===== src/rtl/seq_divider_8bits_pkg.sv =====
// Shared definitions for the sequential restoring divider: state encoding,
// default widths and the quotient pattern reported on division by zero.
package seq_divider_8bits_pkg;

  localparam int DEF_WIDTH = 8;
  localparam int DEF_CNT_W = 4;

  typedef enum logic [1:0] {
    ST_IDLE = 2'd0,
    ST_CALC = 2'd1,
    ST_DONE = 2'd2
  } state_t;

  localparam logic [DEF_WIDTH-1:0] DIV0_QUOT = '1;

endpackage


===== src/rtl/seq_divider_8bits_div_step_unit.sv =====
// One combinational restoring-division step: shift {P,Q} left, trial-subtract
// D from P, keep the difference and set the quotient bit when no borrow.
module div_step_unit
  import seq_divider_8bits_pkg::*;
#(
  parameter int WIDTH = DEF_WIDTH
) (
  input  logic [WIDTH:0]   p,
  input  logic [WIDTH-1:0] q,
  input  logic [WIDTH-1:0] d,
  output logic [WIDTH:0]   p_next,
  output logic [WIDTH-1:0] q_next
);

  logic [WIDTH+1:0] p_shift;
  logic [WIDTH+1:0] trial;
  logic             borrow;

  // P stays below D between steps, so the extra top bit only ever holds zero;
  // carrying it keeps the subtract exact without discarding any input bit.
  always_comb begin
    p_shift = {p, q[WIDTH-1]};
    trial   = p_shift - {2'b00, d};
    borrow  = trial[WIDTH+1];
    p_next  = borrow ? p_shift[WIDTH:0] : trial[WIDTH:0];
    q_next  = {q[WIDTH-2:0], ~borrow};
  end

endmodule


===== src/rtl/seq_divider_8bits.sv =====
// Multi-cycle unsigned restoring divider: one quotient bit per clock,
// registered quotient/remainder with a one-cycle done strobe.
module seq_divider_8bits
  import seq_divider_8bits_pkg::*;
#(
  parameter int WIDTH = DEF_WIDTH,
  parameter int CNT_W = DEF_CNT_W   // 2**CNT_W must exceed WIDTH
) (
  input  logic             clk,
  input  logic             rst,
  input  logic             start,
  input  logic [WIDTH-1:0] dividend,
  input  logic [WIDTH-1:0] divisor,
  output logic             busy,
  output logic             done,
  output logic [WIDTH-1:0] quotient,
  output logic [WIDTH-1:0] remainder,
  output logic             div_by_zero
);

  state_t           state;
  state_t           next_state;
  logic [CNT_W-1:0] count;
  logic [WIDTH:0]   p_reg;
  logic [WIDTH:0]   p_next;
  logic [WIDTH-1:0] q_reg;
  logic [WIDTH-1:0] q_next;
  logic [WIDTH-1:0] d_reg;
  logic             last_step;

  div_step_unit #(.WIDTH(WIDTH)) u_step (
    .p      (p_reg),
    .q      (q_reg),
    .d      (d_reg),
    .p_next (p_next),
    .q_next (q_next)
  );

  assign last_step = (count == CNT_W'(1));
  assign busy      = (state == ST_CALC);
  assign done      = (state == ST_DONE);

  always_comb begin
    next_state = state;
    case (state)
      ST_IDLE: if (start) next_state = (divisor == '0) ? ST_DONE : ST_CALC;
      ST_CALC: if (last_step) next_state = ST_DONE;
      ST_DONE: next_state = ST_IDLE;
      default: next_state = ST_IDLE;
    endcase
  end

  always_ff @(posedge clk) begin
    if (rst) state <= ST_IDLE;
    else     state <= next_state;
  end

  always_ff @(posedge clk) begin
    if (rst) begin
      count       <= '0;
      p_reg       <= '0;
      q_reg       <= '0;
      d_reg       <= '0;
      quotient    <= '0;
      remainder   <= '0;
      div_by_zero <= 1'b0;
    end else begin
      case (state)
        ST_IDLE: begin
          if (start) begin
            q_reg       <= dividend;
            d_reg       <= divisor;
            p_reg       <= '0;
            count       <= CNT_W'(WIDTH);
            div_by_zero <= 1'b0;
            // Zero divisor skips the iteration and reports immediately.
            if (divisor == '0) begin
              quotient    <= '1;
              remainder   <= dividend;
              div_by_zero <= 1'b1;
            end
          end
        end
        ST_CALC: begin
          p_reg <= p_next;
          q_reg <= q_next;
          count <= count - CNT_W'(1);
          if (last_step) begin
            quotient  <= q_next;
            remainder <= p_next[WIDTH-1:0];
          end
        end
        default: ;
      endcase
    end
  end

endmodule


===== config.mk =====
export PLATFORM = sky130hd
export DESIGN_NAME = seq_divider_8bits
export DESIGN_NICKNAME = d
export VERILOG_FILES = /design/src/rtl/seq_divider_8bits_pkg.sv /design/src/rtl/seq_divider_8bits_div_step_unit.sv /design/src/rtl/seq_divider_8bits.sv
export SDC_FILE = /design/constraint.sdc
export NUM_CORES = 1
export LEC_CHECK = 0
export ABC_AREA = 1
export CAP_MARGIN = 20
export CORE_MARGIN = 4
export CORE_UTILIZATION = 58
export DETAILED_ROUTE_END_ITERATION = 10
export PLACE_DENSITY = 0.95
export SLEW_MARGIN = 10
export SYNTH_ARGS = -nofsm -noshare
export SYNTH_HDL_FRONTEND = slang
export SYNTH_SLANG_ARGS = --single-unit

===== constraint.sdc =====
create_clock -name clk -period 3.9 [get_ports clk]
set_clock_uncertainty 0.15 [all_clocks]
set_input_delay 0.39 -clock clk [delete_from_list [all_inputs] [get_ports clk]]
set_output_delay 0.39 -clock clk [all_outputs]
set_load 0.05 [all_outputs]

==> results of run 1 <==
cell usage in the layout (no fill, tap or decap), drive strengths merged, types with 5 or more instances in the layout:
| cell type | instances |
|---|---|
| nand2 | 82 |
| inv | 57 |
| dfxtp | 48 |
| nand3 | 45 |
| nor2 | 39 |
| clkdlybuf4s50 | 37 |
| o21ai | 28 |
| a21oi | 26 |
| a31oi | 14 |
| ha | 10 |
| nand4 | 5 |
| clkbuf | 5 |
layer usage:
layer,track usage,part of all wire
met2,0.379,0.47
met4,0.111,0.030
met5,0,0
met1,0.305,0.42
met3,0.0547,0.073
final timing paths:
kind,start,to,slack [ns],cells after the start
max,state[0],busy,1.23,3
min,d_reg[5],d_reg[5],0.33,2
max reg2reg,state[0],remainder[0],1.45,11
min reg2reg,d_reg[5],d_reg[5],0.33,2
where the power goes:
part | internal [mW] | switching, mW | total, mW
clock network | 0.190 | 0.177 | 0.367
registers | 0.545 | 0.0393 | 0.585
logic | 0.190 | 0.379 | 0.569
cell families after synthesis:
| group | synth area share |
|---|---|
| and+or+nand+nor | 0.303 |
| buffers and inverters | 0.115 |
| AOI/OAI and AO/OA | 0.148 |
| DFF | 0.369 |
| adders and majority gates | 0.0557 |
| xor gates and xnor gates | 0.0101 |
metrics by stage:
stage / setup WS, ns / power (mW) / hold WS, ns
6_report: 1.23 / 1.52 / 0.327
5_1_grt: 1.16 / 1.62 / 0.355
4_1_cts: 1.25 / 1.51 / 0.329
3_5_place_dp: 1.31 / 1.15 / 0.310
3_3_place_gp: 1.41 / 1.14 / 0.301
2_1_floorplan: 2.07 / 1.02 / 0.283
tightest hold or removal path, stage by stage, from the launching register on:
cell and delay (ns):
dfxtp_1 0.31, inv_1 0.07, a21oi_1 0.06
cell type report:
cell class                      count  area, µm²  area share
Sequential cell                    48        961       0.313
Timing Repair Buffer               37        370       0.120
Multi-Input combinational cell    257       1350       0.438
Clock buffer                        5       68.8      0.0224
Inverter                           57        219      0.0712
Tap cell                           52       65.1      0.0212
Clock inverter                      3       42.5      0.0138
==> results.cfg, run 1 <==
[finish]
flip_flop_count_of_the_largest_register_all_copies_and_words_added = 9
layout.core_utilization = 0.706
instances_no_fill = 459
final_stage_net_count = 436
antenna-diode-count = 0
drive_gt1_frac = 0.0688
nFillCells = 363
area_delta_synth_final_pct = 17.9
design_area_um2 = 3070

[synth]
ys_ff_latch = 48
mappedNetlistNets = 406
netlist-cell-type-count = 30
synth_commonest_cells = nand2_1 (79), inv_1 (54), dfxtp_1 (48)
postSynth.asyncResetShare = 0
syn-instance-count = 376
synth.top_cells.by_area = dfxtp_1 (37%), nand2_1 (11%), nand3_1 (8.4%)
synth.top_cell.area_share = 0.369
synth_edf_count = 0
synth_most_common_cell = nand2_1
share_of_synthesized_area_occupied_by_flip_flops_and_latches = 0.369
synth_top_flop_cell = dfxtp_1
synthesis.area_um2 = 2610
synth.largest_area_cell = dfxtp_1
synthesis_warnings = 0
average_footprint_of_a_synthesized_cell_um2 = 6.93

[detailed_routing]
vias = 2567
routed_wire_length_per_instance_um = 13.3
viasPerCell = 5.59
drcViolationCount = 0
detail-route-antenna-nets = 0
dr.first_iter.drc_count = 286
detail_route.first_pass.iterations = 6
finalWirelength_um = 6090

[cts]
cts.sink_count = 48
number_of_setup_buffers_added_after_cts = 0
cts_hold_buf = 0
cts.path.max_buffers = 2
worstSkewPairLatency_ns = 0.31
cts-buffers-inserted = 5
cts_max_level = 2
clkSlewWorstSetupHoldPaths_ns = 0.09
post_cts_resized = 0
tritoncts = yes
cts.root.buffer_cell = clkbuf_8

[floorplan]
fp.dieArea_um2 = 5630
die-width_um = 75.1
design.core.area_um2 = 4350
initial_core_util = 0.599
ioPinCount = 38
core.rowCount = 24
chipHeight_um = 75.1

[global_route]
grt_antenna_before_repair = 0
grt_first_pass_wirelength_um = 10200
grt_remaining_overflow = 0
first_global_vias = 2318
grt_start_max_net_pins = 38
grtUsageTotal = 0.238

[critical_path]
worst_setup_path_end_kind = output port
critPathMaxStageDelay_ns = 0.91
crit_buf_inv = 2
worstSetupPathType = reg -> out
cp_max_fo = 37
critPathArrivalTime_ns = 2.13
cp-start-kind = flop
cp_top_family = buffers and inverters
timing.critical_path.required_ns = 3.36
worstPathCellList = inv_2 -> nor2_8 -> clkdlybuf4s50_1
crit_path_top_delay_cell = clkdlybuf4s50_1

[power]
leakagePower_nw = 1.45
power.ir.vdd_worst_mv = 0.267
pwr_density_cell_nw_per_um2 = 495

[job]
drv_cap = 0

[timing]
setup-violations-final = 0
final-max-slew-violation-count = 0
layout_worst_path_cycle_share = 0.683
finalSetupTns_ns = 0
slew_headroom = 0.376
transition_time_of_the_tightest_slew_check_pin_ns = 0.935
max_clock_freq_mhz = 375
clock_period_minus_worst_slack_ns = 2.67
setup_repair_after_global_routing_missed_its_margin = false
final_hold_viol_count = 0

[place]
hpwl_um = 4460
gpl.final_weighted_congestion = 0.873
dp_cells = 451
placement.cell_area_um2 = 2960
port_buffers = 37

[hold_path]
min-delay-path-class = reg -> reg

[status]
run_status = completed
No activity file was read; power rests on OpenSTA's default activity.
==> run 2: changes to the inputs <==
--- a/config.mk
+++ b/config.mk
@@ -8,9 +8,9 @@
 export ABC_AREA = 1
 export CAP_MARGIN = 20
 export CORE_MARGIN = 4
-export CORE_UTILIZATION = 58
+export CORE_UTILIZATION = 49
 export DETAILED_ROUTE_END_ITERATION = 10
-export PLACE_DENSITY = 0.95
+export PLACE_DENSITY = 0.87
 export SLEW_MARGIN = 10
 export SYNTH_ARGS = -nofsm -noshare
 export SYNTH_HDL_FRONTEND = slang
==> constraint.sdc (replaced) <==
create_clock -name clk -period 2.35 [get_ports clk]
set_clock_uncertainty 0.15 [all_clocks]
set_input_delay 0.235 -clock clk [delete_from_list [all_inputs] [get_ports clk]]
set_output_delay 0.235 -clock clk [all_outputs]
set_load 0.05 [all_outputs]
==> run 2 against run 1 <==
Compared with the run above:
- total power increased by 67%
- combinational power increased by 73%
- hold slack got worse by 0.018 ns
- critical path type is now reg -> reg
- critical endpoint is now p_reg[5]
==> results.cfg, run 2 (synthesis gave the netlist of run 1 again) <==
[job]
drv_cap = 0

[cts]
cts.path.max_buffers = 2
clkSlewWorstSetupHoldPaths_ns = 0.09
worstSkewPairLatency_ns = 0.30
number_of_setup_buffers_added_after_cts = 0
cts-buffers-inserted = 5
post_cts_resized = 0
cts_max_level = 2
cts.root.buffer_cell = clkbuf_8
tritoncts = yes
cts_hold_buf = 0
cts.sink_count = 48

[power]
power_frac_clock = 0.233
combPwrFrac = 0.386
leakagePower_nw = 1.48
power_report.internal_total_mw = 1.55
pwr_density_cell_nw_per_um2 = 812
power_consumption_mw = 2.55
seq_power_share = 0.381
power.ir.vdd_worst_mv = 0.599
power.net_switching_mw = 0.996
power.switching_fraction = 0.391

[detailed_routing]
finalWirelength_um = 6370
vias = 2547
drcViolationCount = 0
dr.first_iter.drc_count = 293
detail-route-antenna-nets = 0
viasPerCell = 5.28
detail_route.first_pass.iterations = 5
routed_wire_length_per_instance_um = 13.2

[hold_path]
hold-path-cell-count = 2
min_to = d_reg[2]
timing.hold.worst.start = d_reg[2]
min-delay-path-class = reg -> reg

[timing]
clock_period_minus_worst_slack_ns = 2.17
setup-violations-final = 0
layout_worst_path_cycle_share = 0.925
transition_time_of_the_tightest_slew_check_pin_ns = 0.546
max_clock_freq_mhz = 460
final-max-slew-violation-count = 0
final_hold_viol_count = 0
finalSetupTns_ns = 0
hold_slack_ns = 0.309
setup_repair_after_global_routing_missed_its_margin = false
slew_headroom = 0.636

[finish]
antenna-diode-count = 0
drive_gt1_frac = 0.0825
area_delta_synth_final_pct = 20.3
layout.core_utilization = 0.610
final_stage_net_count = 441
flip_flop_count_of_the_largest_register_all_copies_and_words_added = 9
nFillCells = 483
mostFrequentLayoutCells = nand2_1 (79), inv_1 (54), dfxtp_1 (48)
layout.cells.most_common = nand2_1

[floorplan]
core.rowCount = 26
design.core.area_um2 = 5140
chipHeight_um = 81.0
fp.dieArea_um2 = 6550
die-width_um = 81.0
initial_core_util = 0.507
ioPinCount = 38

[critical_path]
cp_max_fo = 10
cp-start-kind = flop
critPathArrivalTime_ns = 2.26
regToRegSetupSlack_ns = 0.18
worst-r2r-cell-count = 12
crit-reg2reg-launch = d_reg[5]
worstSetupPathType = reg -> reg
worst_r2r_endpoint = p_reg[5]
timing.critical_path.required_ns = 2.44
worst_setup_path_end_kind = flop

[global_route]
grt_antenna_before_repair = 0
first_global_vias = 2316
grt_remaining_overflow = 0
grt_start_max_net_pins = 34
grt_first_pass_wirelength_um = 10300
grtUsageTotal = 0.199

[place]
gpl.final_weighted_congestion = 0.872
port_buffers = 37
hpwl_um = 4620

[status]
run_status = completed
[run 2: layout make-up]
type,count,area (µm²),area share
multi-input cells,257,1360,0.432
flip-flops and latches,48,961,0.306
repair buffers,42,405,0.129
inverters,57,219,0.0698
well taps,70,87.6,0.0279
clock buffers,6,72.6,0.0231
clock inverters,2,35.0,0.0112
[run 2: worst max-delay path by stage]
stage | startpoint | endpoint | slack [ns]
after floorplan | d_reg[4] | p_reg[5] | 0.52
after global placement | divisor[4] | remainder[7] | 0.27
after detailed placement | p_reg[4] | p_reg[5] | 0.23
after CTS | d_reg[5] | p_reg[5] | 0.20
after global routing | d_reg[5] | p_reg[6] | 0.03
final | d_reg[5] | p_reg[5] | 0.18
[run 2: power groups by stage]
stage | clock, mW | combinational (mW) | sequential, mW
final | 0.592 | 0.983 | 0.971
after global routing | 0.639 | 1.09 | 0.979
after CTS | 0.597 | 0.959 | 0.969
after detailed placement | 0 | 0.954 | 0.987
after global placement | 0 | 0.922 | 0.985
after floorplan | 0 | 0.621 | 1.07
[run 2: metrics by stage]
stage / cells / instance area (µm²) / setup slack, ns
finish: 482 / 3140 / 0.177
global route: 482 / 3140 / 0.0318
CTS: 482 / 3130 / 0.198
detailed placement: 474 / 3020 / 0.231
global placement: 474 / 3020 / 0.267
floorplan: 376 / 2610 / 0.517
[run 2: routing by layer]
layer  track usage  share of wire  vias to the layer above
met2         0.348           0.49                       89
met3        0.0366          0.064                       16
met4        0.0524          0.016                        0
met5             0              0                        -
li1              -              -                     1293
met1         0.252           0.43                     1149
[run 2: worst max-delay path: stages, from the launching register on]
cell and delay (ns):
dfxtp_1 0.33, inv_1 0.06, ha_1 0.36, nand2_1 0.11
nor2_1 0.17, nand3_1 0.16, nand3_1 0.15, nand2_1 0.12
nand2_4 0.14, nand3_1 0.13, nand3_1 0.12, nand2_1 0.05
inv_1 0.06
